===== config.mk =====
export PLATFORM = sky130hd
export DESIGN_NAME = adaptimer_reader
export DESIGN_NICKNAME = d
export VERILOG_FILES = /design/src/rtl/adaptimer_pkg.sv /design/src/rtl/adaptimer_reader.sv
export SDC_FILE = /design/constraint.sdc
export NUM_CORES = 1
export LEC_CHECK = 0
export ABC_AREA = 1
export CAP_MARGIN = 20
export CORE_MARGIN = 4
export CORE_UTILIZATION = 52
export DETAILED_ROUTE_END_ITERATION = 8
export PLACE_DENSITY = 0.9
export SLEW_MARGIN = 5
export SYNTH_ARGS = -nofsm -noshare
export SYNTH_HDL_FRONTEND = slang
export SYNTH_SLANG_ARGS = --single-unit

===== constraint.sdc =====
create_clock -name clock -period 4.8 [get_ports clock]
set_input_delay 0.96 -clock clock [delete_from_list [all_inputs] [get_ports clock]]
set_output_delay 0.96 -clock clock [all_outputs]
set_load 0.05 [all_outputs]

===== src/rtl/adaptimer_pkg.sv =====
// Shared definitions for the adaptive timer: register offsets, response codes,
// reader FSM states and STATUS word layout.
package adaptimer_pkg;

  localparam int unsigned DATA_W  = 32;
  localparam int unsigned TIMER_W = 64;
  localparam int unsigned RES_W   = 8;
  localparam int unsigned OFF_W   = 4;

  localparam logic [OFF_W-1:0] OFF_TIME_LO  = 4'h0;
  localparam logic [OFF_W-1:0] OFF_TIME_HI  = 4'h4;
  localparam logic [OFF_W-1:0] OFF_STATUS   = 4'h8;
  localparam logic [OFF_W-1:0] OFF_RD_COUNT = 4'hC;

  localparam logic [1:0] RESP_OKAY   = 2'b00;
  localparam logic [1:0] RESP_SLVERR = 2'b10;

  localparam int unsigned STAT_RES_LSB      = 0;
  localparam int unsigned STAT_SAFE_RES_LSB = 8;
  localparam int unsigned STAT_TIMER_EN     = 16;
  localparam int unsigned STAT_SAFE_ACTIVE  = 17;
  localparam int unsigned STAT_SNAP_VALID   = 18;

  typedef enum logic [1:0] {
    ST_INIT = 2'd0,
    ST_IDLE = 2'd1,
    ST_RESP = 2'd2
  } state_t;

  // Field order matches the STAT_* bit positions above, MSB first.
  typedef struct packed {
    logic [12:0]      rsvd;
    logic             snap_valid;
    logic             safe_active;
    logic             timer_en;
    logic [RES_W-1:0] safe_res;
    logic [RES_W-1:0] res;
  } status_t;

endpackage


===== src/rtl/adaptimer_reader.sv =====
// AXI4-Lite read-only register window onto the adaptive timer, with a
// LO-then-HI snapshot so 64-bit reads are coherent.
module adaptimer_reader
  import adaptimer_pkg::*;
#(
  parameter int unsigned ADDR_W = 4,
  parameter int unsigned CNT_W  = 32
) (
  input  logic               clock,
  input  logic               reset,
  input  logic [ADDR_W-1:0]  s_axi_araddr,
  input  logic               s_axi_arvalid,
  output logic               s_axi_arready,
  output logic [DATA_W-1:0]  s_axi_rdata,
  output logic [1:0]         s_axi_rresp,
  output logic               s_axi_rvalid,
  input  logic               s_axi_rready,
  input  logic [TIMER_W-1:0] adaptimer,
  input  logic [RES_W-1:0]   resolution,
  input  logic [RES_W-1:0]   safe_resolution,
  input  logic               timer_en,
  input  logic               safe_active,
  output logic               rd_strobe
);

  state_t              state_q, state_d;
  logic                arready_d;
  logic                rvalid_d;
  logic [DATA_W-1:0]   rdata_d;
  logic [1:0]          rresp_d;
  logic                strobe_d;
  logic [TIMER_W-1:0]  snap_q, snap_d;
  logic                snap_valid_q, snap_valid_d;
  logic [CNT_W-1:0]    cnt_q, cnt_d;

  logic                ar_hs;
  logic                addr_ok;
  logic [OFF_W-1:0]    offset;
  status_t             status_w;

  assign ar_hs   = s_axi_arvalid & s_axi_arready;
  assign offset  = s_axi_araddr[OFF_W-1:0];
  // Anything past the last register (including upper address bits) errors out.
  assign addr_ok = (s_axi_araddr[1:0] == 2'b00) &&
                   (s_axi_araddr <= ADDR_W'(OFF_RD_COUNT));

  assign status_w = '{rsvd:        '0,
                      snap_valid:  snap_valid_q,
                      safe_active: safe_active,
                      timer_en:    timer_en,
                      safe_res:    safe_resolution,
                      res:         resolution};

  // State and registered outputs.
  always_ff @(posedge clock or posedge reset) begin
    if (reset) begin
      state_q       <= ST_INIT;
      s_axi_arready <= 1'b0;
      s_axi_rvalid  <= 1'b0;
      s_axi_rdata   <= '0;
      s_axi_rresp   <= RESP_OKAY;
      rd_strobe     <= 1'b0;
      snap_q        <= '0;
      snap_valid_q  <= 1'b0;
      cnt_q         <= '0;
    end else begin
      state_q       <= state_d;
      s_axi_arready <= arready_d;
      s_axi_rvalid  <= rvalid_d;
      s_axi_rdata   <= rdata_d;
      s_axi_rresp   <= rresp_d;
      rd_strobe     <= strobe_d;
      snap_q        <= snap_d;
      snap_valid_q  <= snap_valid_d;
      cnt_q         <= cnt_d;
    end
  end

  // Next state, read decode and side effects.
  always_comb begin
    state_d      = state_q;
    rvalid_d     = s_axi_rvalid;
    rdata_d      = s_axi_rdata;
    rresp_d      = s_axi_rresp;
    strobe_d     = 1'b0;
    snap_d       = snap_q;
    snap_valid_d = snap_valid_q;
    cnt_d        = cnt_q;

    case (state_q)
      ST_INIT: state_d = ST_IDLE;
      ST_IDLE: begin
        if (ar_hs) begin
          state_d  = ST_RESP;
          rvalid_d = 1'b1;
          rdata_d  = '0;
          rresp_d  = RESP_OKAY;
          if (!addr_ok) begin
            rresp_d = RESP_SLVERR;
          end else begin
            case (offset)
              OFF_TIME_LO: begin
                rdata_d      = adaptimer[DATA_W-1:0];
                snap_d       = adaptimer;
                snap_valid_d = 1'b1;
                strobe_d     = 1'b1;
                cnt_d        = (cnt_q == '1) ? cnt_q : cnt_q + CNT_W'(1);
              end
              OFF_TIME_HI: begin
                rdata_d      = snap_valid_q ? snap_q[TIMER_W-1:DATA_W]
                                            : adaptimer[TIMER_W-1:DATA_W];
                snap_valid_d = 1'b0;
              end
              OFF_STATUS: rdata_d = status_w;
              default:    rdata_d = DATA_W'(cnt_q);
            endcase
          end
        end
      end
      ST_RESP: begin
        if (s_axi_rready) begin
          state_d  = ST_IDLE;
          rvalid_d = 1'b0;
        end
      end
      default: state_d = ST_INIT;
    endcase

    arready_d = (state_d == ST_IDLE);
  end

endmodule

==> results.toml <==
[routing]
dr.pass1.iters = 5
viasPerCell = 5.48
ant_nets = 0
first_iter_violations = 693
routedWlPerCell_um = 16.0
drc = 0
postRouteWirelength_um = 17500
vias = 5989

[global_routing]
grt_usage_pct = 26.3
grt_pass1_vias = 5666
grt_max_degree = 66
grt-ovfl-total = 0
antenna_found_initial = 0
grt_pass1_wl_um = 27800

[hold_path]
hp-class = "reg -> reg"
hold_depth = 2

[cells_and_area]
num-fill-cells = 897
nets = 1036
seqCellArea_um2 = 2580
area_growth_pct = 26.6
instances_no_fill = 1093
multi_input_comb_area_um2 = 2990
layout_common_cells = "nand2_1 (345), clkdlybuf4s50_1 (125), dfrtp_1 (103), inv_1 (66), nor2_1 (50)"
layout_commonest_cell = "nand2_1"
n_antenna_cell = 0
drive_gt1_share_pct = 8.42

[run]
maxCapViolCount = 0

[worst_setup_path]
reg2reg_slack_ps = 2730
worstSetupEndpointType = "flop"
r2r_start = "state_q[1]"
critPathLaunch = "s_axi_araddr[2]"
cp.required_ps = 5050
cp-endpoint = "s_axi_rdata[22]"
reg2regPathDepth = 7
rr_endpoint = "s_axi_rdata[12]"
crit_path_start_kind = "input pin"
critical_path_class = "in -> reg"
crit_fanout = 30
worst-endpoint-arrival_ps = 3410

[clocking]
clockBufferDepth = 2
cts_tree = "built"
clock_latency_ps = 360
clock_sinks = 103
cts_buffers = 9
cts_resized = 0
postCtsHoldBufs = 0
clk_pin_slew_worst_paths_ps = 70
htreeDepth = 3
cts_root_buffer = "clkbuf_16"
post_cts_buffers = 0

[timing]
finalHoldViolCount = 0
fin_crit_ps = 3170
slew_headroom_pct = 33.0
min_period_over_period_pct = 66.0
drv_slew = 0
holdWs_ps = 486
rsz0062_at_grt = "no"
skew_ps = 12.1
fmax_mhz = 316
setup_violations = 0
tightestPinTransition_ps = 1000
fin_tns_setup_ps = 0

[logic_synthesis]
ys_ff_latch = 103
postSynthCellCount = 838
yosys.area.top_type = "dfrtp_1"
ys_warn_count = 0
synth_cell_type_count = 30
synth_fp_nets = 929
synth_top_area_share_pct = 42.6
synth_area_um2 = 6050
synth.avg_cell_area_um2 = 7.22
ys_seq_area_share_pct = 42.6
synth_area_leaders = "dfrtp_1 (43%), nand2_1 (21%), inv_1 (4.2%), o211ai_1 (4.0%), nand3_1 (3.4%)"

[floorplanning]
die_h_um = 116
initial_utilization_pct = 53.0
core-area_um2 = 11400
die_w_um = 116
die-area_um2 = 13400
ios = 127
rows = 39

[placement]
place_inst = 1076
portBuffers = 125
dp_hpwl_um = 12600
place_congestion = 0.981

[power_and_ir_drop]
ir_worst_vdd_mv = 0.295
powerDensity_nw_per_um2 = 427
p_leak_nw = 3.45

[run_status]
outcome = "finished clean"
state kept, by name (all words and copies together), names as in the netlist:
register,flops
cnt_q,32
rd_strobe,1
s_axi_arready,1
s_axi_rdata,32
s_axi_rresp,1
s_axi_rvalid,1
snap_q,32
snap_valid_q,1
state_q,2
Yosys cell counts:
master    number
nor2_2         6
o21ai_2       18
nor2_4        10
nand2_1      345
nor2_1        50
nor3_2         1
nand2_4        3
xnor2_1        2
o21ai_0       41
nand2_2       11
inv_4          3
nand3b_1      19
nand3_1       41
o211ai_1      32
inv_1         67
buf_2         11
ha_1           1
inv_2          3
buf_4          3
nand4_1        4
nand4_2        1
buf_6          7
a21oi_1       19
o21ai_1       14
dfrtp_1      103
nor3_1         4
clkbuf_1      14
or2_2          1
conb_1         1
xor2_1         3
final cells by class:
cell class | count | area share [%]
Sequential cell | 103 | 33.6
Clock buffer | 9 | 2.94
Multi-Input combinational cell | 627 | 39.0
Inverter | 73 | 3.70
Clock inverter | 7 | 1.31
Timing Repair Buffer | 131 | 17.1
Tap cell | 143 | 2.33
cell families after synthesis:
family                   after synthesis  share of synthesized area, %
AND/OR/NAND/NOR                      496                          35.6
AO/OA/AOI/OAI                        124                          12.7
XOR/XNOR                               5                         0.724
adder cells (fa/ha/maj)                1                         0.207
other                                  1                        0.0619
flip-flops                           103                          42.6
buffers and inverters                108                          8.10
metal layers:
metal	global-route usage (%)	vias up	wire length (um)
li1	-	2876	-
met1	35.2	2806	7340
met2	43.3	265	8320
met3	5.64	42	1440
met4	7.81	0	436
met5	0	-	0
where the power goes:
part	total (W)	leakage [nW]	switching [W]	internal (W)
Combinational	0.00118	1.92	0.000762	0.000416
Clock	0.000810	0.161	0.000347	0.000463
Sequential	0.00129	1.37	0.000175	0.00111
how the worst min path moves through the flow:
stage	start	end	slack [ps]
floorplan	snap_q[60]	snap_q[60]	450
global placement	s_axi_rdata[1]	s_axi_rdata[1]	460
detailed placement	s_axi_rdata[25]	s_axi_rdata[25]	470
CTS	snap_q[62]	snap_q[62]	490
global route	snap_q[37]	snap_q[37]	510
finish	s_axi_rdata[10]	s_axi_rdata[10]	490
through the flow:
stage / area, um2 / setup slack (ps) / power, W / util, %
floorplan: 6050 / 1140 / 0.00206 / -
global placement: 7320 / 1490 / 0.00242 / 64.1
detailed placement: 7320 / 1310 / 0.00246 / 64.1
CTS: 7650 / 1690 / 0.00327 / 67.0
global route: 7670 / 1460 / 0.00344 / 67.1
finish: 7670 / 1630 / 0.00328 / 67.1
critical path, stage by stage:
cell	delay, ps
clkdlybuf4s50_1	530
nand2_1	490
nand2_1	100
buf_4	220
inv_1	690
nand3_1	210
o211ai_1	130
nand2_1	70
Note: power is estimated with default switching activity, not from simulation.
